### config.mk
export PLATFORM = sky130hd
export DESIGN_NAME = lcd_avalon_controller
export DESIGN_NICKNAME = d
export VERILOG_FILES = /design/src/rtl/lcd_ctrl_pkg.sv /design/src/rtl/lcd_bus_cycle.sv /design/src/rtl/lcd_avalon_controller.sv
export SDC_FILE = /design/constraint.sdc
export NUM_CORES = 1
export LEC_CHECK = 0
export CORE_MARGIN = 3
export CORE_UTILIZATION = 30
export DETAILED_ROUTE_END_ITERATION = 6
export PLACE_DENSITY_LB_ADDON = 0.1
export SLEW_MARGIN = 40
export SYNTH_ARGS = -nofsm -noshare
export SYNTH_HDL_FRONTEND = slang
export SYNTH_SLANG_ARGS = --single-unit
### constraint.sdc
create_clock -name clk -period 3 [get_ports clk]
set_input_delay 0.45 -clock clk [delete_from_list [all_inputs] [get_ports clk]]
set_output_delay 0.45 -clock clk [all_outputs]
set_load 0.02 [all_outputs]
### src/rtl/lcd_ctrl_pkg.sv
// Shared types and constants for the HD44780 LCD controller and its display master.
package lcd_ctrl_pkg;

    typedef enum logic [1:0] {PH_SETUP, PH_PULSE, PH_HOLD, PH_EXEC} phase_e;

    localparam int N_INIT = 4;
    // Index 0 is issued first: function set, display on, entry mode, clear.
    localparam logic [N_INIT-1:0][7:0] INIT_SEQ = {8'h01, 8'h06, 8'h0C, 8'h38};

    localparam logic [1:0] RESP_OKAY   = 2'b00;
    localparam logic [1:0] RESP_SLVERR = 2'b10;

    localparam logic [7:0] CLEAR_DISPLAY = 8'h01;
    localparam logic [7:0] RETURN_HOME   = 8'h02;

    // 0x03 is also Return Home on the HD44780 (DB0 is don't-care).
    function automatic logic needs_long_exec(input logic [7:0] instr);
        return (instr == CLEAR_DISPLAY) || ((instr & 8'hFE) == RETURN_HOME);
    endfunction

    function automatic int max_int(input int a, input int b);
        return (a > b) ? a : b;
    endfunction

endpackage

### src/rtl/lcd_bus_cycle.sv
// One timed HD44780 bus cycle (setup, enable pulse, hold, execution wait).
// Comes out of reset already busy in EXEC so the same counter times the power-up wait.
module lcd_bus_cycle
    import lcd_ctrl_pkg::*;
#(
    parameter int T_SETUP   = 4,
    parameter int T_PULSE   = 16,
    parameter int T_HOLD    = 4,
    parameter int T_SHORT   = 2000,
    parameter int T_LONG    = 82000,
    parameter int T_POWERUP = 750000
) (
    input  logic       clk,
    input  logic       reset,
    input  logic       start,
    input  logic       rs,
    input  logic       rw,
    input  logic [7:0] data,
    input  logic       long_exec,
    output logic       busy,
    output logic       done,
    output logic [7:0] rdata,
    output logic [7:0] lcd_data_out,
    output logic       lcd_data_oe,
    input  logic [7:0] lcd_data_in,
    output logic       lcd_rs,
    output logic       lcd_rw,
    output logic       lcd_en
);

    localparam int T_MAX = max_int(max_int(max_int(T_SETUP, T_PULSE), max_int(T_HOLD, T_SHORT)),
                                   max_int(T_LONG, T_POWERUP));
    localparam int CNT_W = $clog2(T_MAX) + 1;
    typedef logic [CNT_W-1:0] cnt_t;

    logic       busy_q, busy_d;
    phase_e     phase_q, phase_d;
    cnt_t       cnt_q, cnt_d;
    logic       rs_q, rs_d, rw_q, rw_d, long_q, long_d, oe_q, oe_d;
    logic [7:0] data_q, data_d, rdata_q, rdata_d;

    always_comb begin
        busy_d  = busy_q;
        phase_d = phase_q;
        cnt_d   = cnt_q;
        rs_d    = rs_q;
        rw_d    = rw_q;
        long_d  = long_q;
        oe_d    = oe_q;
        data_d  = data_q;
        rdata_d = rdata_q;
        done    = 1'b0;
        if (!busy_q) begin
            if (start) begin
                busy_d  = 1'b1;
                phase_d = PH_SETUP;
                cnt_d   = cnt_t'(T_SETUP - 1);
                rs_d    = rs;
                rw_d    = rw;
                long_d  = long_exec;
                oe_d    = ~rw;
                data_d  = data;
            end
        end else if (cnt_q != '0) begin
            cnt_d = cnt_q - cnt_t'(1);
        end else begin
            case (phase_q)
                PH_SETUP: begin
                    phase_d = PH_PULSE;
                    cnt_d   = cnt_t'(T_PULSE - 1);
                end
                PH_PULSE: begin
                    phase_d = PH_HOLD;
                    cnt_d   = cnt_t'(T_HOLD - 1);
                    if (rw_q) rdata_d = lcd_data_in;
                end
                PH_HOLD: begin
                    if (rw_q) begin
                        done   = 1'b1;
                        busy_d = 1'b0;
                        oe_d   = 1'b0;
                    end else begin
                        phase_d = PH_EXEC;
                        cnt_d   = long_q ? cnt_t'(T_LONG - 1) : cnt_t'(T_SHORT - 1);
                    end
                end
                default: begin
                    done   = 1'b1;
                    busy_d = 1'b0;
                    oe_d   = 1'b0;
                end
            endcase
        end
    end

    always_ff @(posedge clk or negedge reset) begin
        if (!reset) begin
            busy_q  <= 1'b1;
            phase_q <= PH_EXEC;
            cnt_q   <= cnt_t'(T_POWERUP - 1);
            rs_q    <= 1'b0;
            rw_q    <= 1'b0;
            long_q  <= 1'b0;
            oe_q    <= 1'b0;
            data_q  <= 8'h00;
            rdata_q <= 8'h00;
        end else begin
            busy_q  <= busy_d;
            phase_q <= phase_d;
            cnt_q   <= cnt_d;
            rs_q    <= rs_d;
            rw_q    <= rw_d;
            long_q  <= long_d;
            oe_q    <= oe_d;
            data_q  <= data_d;
            rdata_q <= rdata_d;
        end
    end

    assign busy         = busy_q;
    assign rdata        = rdata_q;
    assign lcd_data_out = data_q;
    assign lcd_data_oe  = oe_q;
    assign lcd_rs       = rs_q;
    assign lcd_rw       = rw_q;
    assign lcd_en       = busy_q && (phase_q == PH_PULSE);

endmodule

### src/rtl/lcd_avalon_controller.sv
// Avalon-MM slave front end for an HD44780 16x2 LCD: power-up init, then one
// LCD bus cycle per accepted transfer, stretched with waitrequest until it completes.
//
//   state   | meaning
//   POWERUP | waiting T_POWERUP after reset (timed inside the bus cycle unit)
//   INIT    | issuing INIT_SEQ, one bus cycle per entry
//   IDLE    | ready for an Avalon transfer
//   BUSY    | LCD bus cycle of the accepted transfer in progress
//   ACK     | single completing cycle, waitrequest low
module lcd_avalon_controller
    import lcd_ctrl_pkg::*;
#(
    parameter int T_SETUP   = 4,
    parameter int T_PULSE   = 16,
    parameter int T_HOLD    = 4,
    parameter int T_SHORT   = 2000,
    parameter int T_LONG    = 82000,
    parameter int T_POWERUP = 750000
) (
    input  logic       clk,
    input  logic       reset,
    input  logic       address,
    input  logic       chipselect,
    input  logic       byteenable,
    input  logic       read,
    input  logic       write,
    output logic       waitrequest,
    output logic [7:0] readdata,
    output logic [1:0] response,
    input  logic [7:0] writedata,
    output logic [7:0] lcd_data_out,
    output logic       lcd_data_oe,
    input  logic [7:0] lcd_data_in,
    output logic       lcd_rs,
    output logic       lcd_rw,
    output logic       lcd_en
);

    localparam logic [2:0] ST_POWERUP = 3'd0;
    localparam logic [2:0] ST_INIT    = 3'd1;
    localparam logic [2:0] ST_IDLE    = 3'd2;
    localparam logic [2:0] ST_BUSY    = 3'd3;
    localparam logic [2:0] ST_ACK     = 3'd4;
    localparam int IDX_W = $clog2(N_INIT);

    logic [2:0]       state_q, state_d;
    logic [IDX_W-1:0] init_idx_q, init_idx_d;
    logic [1:0]       resp_q, resp_d;
    logic [7:0]       readdata_q, readdata_d;

    logic       req, bus_start, bus_rs, bus_rw, bus_long, bus_busy, bus_done;
    logic [7:0] bus_data, bus_rdata;

    assign req = chipselect & (write | read);

    always_comb begin
        state_d    = state_q;
        init_idx_d = init_idx_q;
        resp_d     = resp_q;
        readdata_d = readdata_q;
        bus_start  = 1'b0;
        bus_rs     = address;
        bus_rw     = read & ~write;
        bus_data   = writedata;
        bus_long   = ~address & ~(read & ~write) & needs_long_exec(writedata);
        case (state_q)
            ST_POWERUP: begin
                if (bus_done) begin
                    state_d    = ST_INIT;
                    init_idx_d = '0;
                end
            end
            ST_INIT: begin
                bus_rs    = 1'b0;
                bus_rw    = 1'b0;
                bus_data  = INIT_SEQ[init_idx_q];
                bus_long  = needs_long_exec(INIT_SEQ[init_idx_q]);
                bus_start = ~bus_busy;
                if (bus_done) begin
                    if (init_idx_q == IDX_W'(N_INIT - 1)) state_d = ST_IDLE;
                    else init_idx_d = init_idx_q + IDX_W'(1);
                end
            end
            ST_IDLE: begin
                if (req) begin
                    if (!byteenable) begin
                        resp_d  = RESP_SLVERR;
                        state_d = ST_ACK;
                    end else begin
                        bus_start = 1'b1;
                        state_d   = ST_BUSY;
                    end
                end
            end
            ST_BUSY: begin
                if (bus_done) begin
                    resp_d  = RESP_OKAY;
                    state_d = ST_ACK;
                    if (lcd_rw) readdata_d = bus_rdata;
                end
            end
            ST_ACK:  state_d = ST_IDLE;
            default: state_d = ST_POWERUP;
        endcase
    end

    always_ff @(posedge clk or negedge reset) begin
        if (!reset) begin
            state_q    <= ST_POWERUP;
            init_idx_q <= '0;
            resp_q     <= RESP_OKAY;
            readdata_q <= 8'h00;
        end else begin
            state_q    <= state_d;
            init_idx_q <= init_idx_d;
            resp_q     <= resp_d;
            readdata_q <= readdata_d;
        end
    end

    lcd_bus_cycle #(
        .T_SETUP  (T_SETUP),
        .T_PULSE  (T_PULSE),
        .T_HOLD   (T_HOLD),
        .T_SHORT  (T_SHORT),
        .T_LONG   (T_LONG),
        .T_POWERUP(T_POWERUP)
    ) u_bus (
        .clk         (clk),
        .reset       (reset),
        .start       (bus_start),
        .rs          (bus_rs),
        .rw          (bus_rw),
        .data        (bus_data),
        .long_exec   (bus_long),
        .busy        (bus_busy),
        .done        (bus_done),
        .rdata       (bus_rdata),
        .lcd_data_out(lcd_data_out),
        .lcd_data_oe (lcd_data_oe),
        .lcd_data_in (lcd_data_in),
        .lcd_rs      (lcd_rs),
        .lcd_rw      (lcd_rw),
        .lcd_en      (lcd_en)
    );

    assign waitrequest = (state_q != ST_ACK);
    assign readdata    = readdata_q;
    assign response    = resp_q;

endmodule

; ---- Yosys cells after proc, flatten, opt, wreduce, memory -nomap -nowiden
; Cells that the tools add are included.
[totals]
register_bits = 59
latchBits = 0
ram_bits = 0
mem_bits_ro = 0
in_bits = 23
output_inout_bits = 23
wordCells = 120
mem_count = 0
[op_classes]
addsub = 2
n_mul = 0
n_div = 0
n_lt_le_gt_ge = 1
n_eq_ne = 26
shifts = 0
n_mux = 48
bitwise_logic = 11
reduce_logical = 19
[op_table]
columns = cell, n
row1 = 2-to-1 mux 21 bit, 4
row2 = case mux 21 bit (3 select lines), 1
row3 = nonzero test 21 bit, 1
row4 = subtractor 21 x 1 -> 21 bit (second input constant), 1
row5 = AND reduction 4 bit, 5
row6 = 2-to-1 mux 2 bit, 9
row7 = 2-to-1 mux 3 bit, 6
row8 = != test 2 bit (second input constant), 9
row9 = 2-to-1 mux 17 bit, 1
row10 = binary-select mux 8 bit (select 2 bit), 1
row11 = equality test 8 x 1 -> 1 bit (second input constant), 2
row12 = 2-to-1 mux 1 bit, 16
row13 = 2-to-1 mux 8 bit, 2
row14 = case mux 3 bit (5 select lines), 1
row15 = equality test 7 x 1 -> 1 bit (second input constant), 2
row16 = != test 3 bit (second input constant), 3
row17 = != test 4 bit (second input constant), 2
row18 = case mux 1 bit (2 select lines), 4
row19 = case mux 2 bit (2 select lines), 2
row20 = equality test 3 x 2 -> 1 bit (second input constant), 2
row21 = NOT 1 bit, 6
row22 = case mux 2 bit (3 select lines), 1
row23 = AND reduction 3 bit, 2
row24 = nonzero test 2 bit, 3
row25 = other kinds (16), 21

; ---- Depth between registers and ports, before layout
[logic_depth]
depth_word = 7
ltp_mapped = 9
mapped_depth_nobuf = 7

; ---- Modules after synthesis
; A second synthesis with hierarchy kept.
[hier_totals]
hier_cells = 319
hier_area_um2 = 3333.2
[by_module_without_submodules]
columns = mod, instances, cells_per_inst, area_per_inst_um2, seq_area_each_um2
row1 = lcd_bus_cycle, 1, 223, 2417.3, 1121.1
row2 = lcd_avalon_controller, 1, 96, 915.9, 350.3

; ---- Worst setup path after synthesis
; No wires, ideal clock.
[synth_timing]
path_type = register -> register
start = reg u_bus.cnt_q[0]
end = reg readdata_q[0] (netlist: readdata[0])
setup_ns = 0.125
arrival_ns = 2.486
t_required_ns = 2.875
setup_slack_ns = 0.390
stages_incl_launch_ff = 8
n_path_buf = 1
synth_period_minus_slack_ns = 2.610
cell_sequence = dfstp_2 > inv_1 > ha_1 > or3b_2 > or4_4 > buf_6 > nor4_4 > mux2_2
[synth_between]
elab_chain_len = 4
[synth_lines]
columns = item, line
row1 = from (decl), lcd_bus_cycle.sv:38  ; cnt_t cnt_q, cnt_d;
row2 = from (signal assigned), lcd_bus_cycle.sv:100  ; cnt_q <= cnt_t'(T_POWERUP - 1);
row3 = from (signal assigned), lcd_bus_cycle.sv:110  ; cnt_q <= cnt_d;
row4 = nonzero test 21 bit, lcd_bus_cycle.sv:64  ; end else if (cnt_q != '0) begin
row5 = 2-to-1 mux 1 bit, lcd_bus_cycle.sv:64
row6 = 2-to-1 mux 1 bit, lcd_bus_cycle.sv:53  ; if (!busy_q) begin
row7 = AND reduction 3 bit (no source line), --
row8 = to (signal assigned), lcd_avalon_controller.sv:117  ; readdata_q <= readdata_d;
row9 = to (decl), lcd_avalon_controller.sv:49  ; logic [7:0] readdata_q, readdata_d;
; Every way passes these cells.
; A chain may end at the register's enable or synchronous reset.

; ---- Worst setup path after layout
[layout_timing]
start = reg u_bus.cnt_q[1]
end = reg u_bus.phase_q[0]
[layout_between]
elab_chain_len = 3
[layout_lines]
columns = item, line
row1 = nonzero test 21 bit, lcd_bus_cycle.sv:64
row2 = != test 2 bit (no source line), --
row3 = AND reduction 4 bit (no source line), --
row4 = to (signal assigned), lcd_bus_cycle.sv:109  ; phase_q <= phase_d;
row5 = to (decl), lcd_bus_cycle.sv:37  ; phase_e phase_q, phase_d;
; Every way passes these cells.

==> impl_metrics.env <==
export IMPL_synth_avg_cell_area_sq_um=10.1
export IMPL_cp_startpoint="u_bus.cnt_q[1]"
export IMPL_grt_pass1_vias=2533
export IMPL_synthFlopType="dfrtp_1"
export IMPL_slew_viol_final=0
export IMPL_final_area_sq_mm=0.00400
export IMPL_synthCells=310
export IMPL_drive_gt1_frac=0.208
export IMPL_ctsHoldBuffers=0
export IMPL_cts_sink_count=58
export IMPL_dieWidth_um=108
export IMPL_drc=0
export IMPL_drt_initial_drc_count=96
export IMPL_syn2layout_area_growth_pct=27.2
export IMPL_grtUsageTotal=0.139
export IMPL_slowest_delay_ns=0.56
export IMPL_hold_path_class="in -> async"
export IMPL_clockRootBuffer="clkbuf_8"
export IMPL_viasPerCell=4.95
export IMPL_ctsResizeCount=0
export IMPL_critPathArrivalTime_ns=3.01
export IMPL_synth_edff_count=0
export IMPL_holdWs_ns=0.0461
export IMPL_layout_min_cycle_time_ns=2.76
export IMPL_ys_ff_latch=58
export IMPL_grt_antenna_before_repair=0
export IMPL_p_per_area_mw_per_mm2=861
export IMPL_finClkSkew_ns=0.0111
export IMPL_globalplace_congestion=0.780
export IMPL_postRouteAntennaNets=0
export IMPL_start_util=0.314
export IMPL_finalSetupTns_ns=0
export IMPL_finalHoldViolCount=0
export IMPL_start_kind="flop"
export IMPL_cap_violations=0
export IMPL_grt_pass1_wl_um=12800
export IMPL_port_buffers=44
export IMPL_p_leak_nw=1.70
export IMPL_post_drt_wl_per_cell_um=14.8
export IMPL_critPathBufInv=1
export IMPL_via_count=2491
export IMPL_overflow=0
export IMPL_ys_seq_area_frac=0.468
export IMPL_postCtsSetupRepairBufs=0
export IMPL_dr_pass1_iters=5
export IMPL_rows=36
export IMPL_grt_start_max_net_pins=33
export IMPL_crit_fanout=13
export IMPL_cts_tree="built"
export IMPL_io_pins=46
export IMPL_setup_viol=0
export IMPL_fp_dieH_um=108
export IMPL_period_share=0.919
export IMPL_clk_pin_slew_ns=0.08
export IMPL_max_slew_worst_pin_slew_ns=0.614
export IMPL_dieArea_sq_mm=0.0117
export IMPL_cp_required_ns=3.26
export IMPL_status="finished clean"
export IMPL_diodes=0
export IMPL_slew_headroom=0.590
export IMPL_worstPathCellList="inv_1 -> ha_1 -> or3b_2 -> or4_4 -> or3_1 -> or4_1 -> o21ai_0"
export IMPL_htreeDepth=3
export IMPL_critPathTopFamily="simple AND/OR/NAND/NOR gates"
export IMPL_p_total_mw=3.44
export IMPL_end_kind="flop"
export IMPL_layout_common_cells="clkdlybuf4s50_1, dfrtp_1, nand2_1"
export IMPL_fmax_mhz=363
export IMPL_core_area_sq_mm=0.0100
export IMPL_ir_drop_v=0.000312
export IMPL_synth_warnings=0
export IMPL_dp_hpwl_um=5360
export IMPL_r2r_start="u_bus.cnt_q[1]"
export IMPL_wl_um=7460
export IMPL_async_flop_share=1.00
export IMPL_slowest_stage="or4_4"
export IMPL_worstSetupPathType="reg -> reg"
export IMPL_place_area_sq_mm=0.00377
export IMPL_insertion_delay_ns=0.33
export IMPL_cts_max_path_buffers=2
export IMPL_syn_area_sq_mm=0.00314
export IMPL_numCtsBuffers=9
export IMPL_final_common_cell="clkdlybuf4s50_1"
export IMPL_syn_num_nets=342
export IMPL_yosysUniqueCellTypes=60
export IMPL_rsz0062_at_grt="false"
export IMPL_finalNetCount=397
[synth_stat cells (4+ instances only)]
library cell,number,area share
a21o_1,7,0.017
a21oi_1,19,0.030
a31oi_1,5,0.0099
clkbuf_1,5,0.0060
dfrtp_1,42,0.33
dfstp_2,16,0.13
ha_1,9,0.036
inv_1,13,0.016
mux2_2,16,0.057
nand2_1,25,0.030
nand3_1,4,0.0064
nor2_1,23,0.027
nor3_1,13,0.021
nor4_1,6,0.012
o21a_1,4,0.0096
o21ai_0,20,0.032
o31ai_1,4,0.0096
or2_2,4,0.0080
or3_1,9,0.018
or4_1,10,0.024
[worst paths after layout]
| check | slack, ns | depth (start not counted) | end |
|---|---|---|---|
| setup / recovery | 0.24 | 7 | u_bus.phase_q[0] |
| min in group clk | 0.47 | 2 | u_bus.lcd_data_out[6] |
| max in group asynchronous | 2.30 | 2 | u_bus.cnt_q[13] |
| hold / removal | 0.05 | 1 | u_bus.lcd_data_out[5] |
| setup reg to reg | 0.24 | 7 | u_bus.phase_q[0] |
| hold reg to reg | 0.47 | 2 | u_bus.lcd_data_out[6] |
[flip-flops by register name, indices dropped and copies added, names as in the netlist, 2 cells and up]
register	flops
init_idx_q	2
readdata	8
state_q	3
u_bus.cnt_q	21
u_bus.lcd_data_out	8
u_bus.phase_q	2
u_bus.rdata	8
[final cells by class]
| cell class | instances | area [sq um] |
|---|---|---|
| timing repair buffer | 56 | 528 |
| multi-input combinational | 227 | 1560 |
| inverter | 13 | 48.8 |
| clock inverter | 6 | 88.8 |
| clock buffer | 10 | 138 |
| fill | 1021 | 6000 |
| tap | 133 | 166 |
| sequential | 58 | 1470 |
[cells by family after synthesis]
logic type	after synthesis	synth area share
simple gates	116	0.209
other cells	1	0.00119
flops	58	0.468
compound gates	81	0.181
buf+inv	25	0.0366
xor+xnor	3	0.00836
fa+ha+maj	9	0.0358
mux	17	0.0605
[report_power, final]
part           internal [mW]  switching, mW  total (mW)
registers               1.09          0.252        1.34
logic                  0.570          0.708        1.28
clock network          0.492          0.336       0.828
[layer usage]
layer / share of wire / wire, um / up-vias / global-route usage
met1: 0.51 / 3840 / 1201 / 0.204
met2: 0.44 / 3300 / 43 / 0.203
met3: 0.039 / 288 / 2 / 0.0287
li1: - / - / 1245 / -
met4: 0.0044 / 33 / 0 / 0.0460
met5: 0 / 0 / - / 0
[stage by stage]
| stage | worst slack, ns | utilization | cells |
|---|---|---|---|
| 5_1_grt | 0.103 | 0.400 | 503 |
| 3_3_place_gp | 0.302 | 0.377 | 487 |
| 4_1_cts | 0.233 | 0.400 | 503 |
| 6_report | 0.242 | 0.400 | 503 |
| 3_5_place_dp | 0.230 | 0.377 | 487 |
| 2_1_floorplan | 0.390 | - | 310 |
No activity file was read; power rests on OpenSTA's default activity.
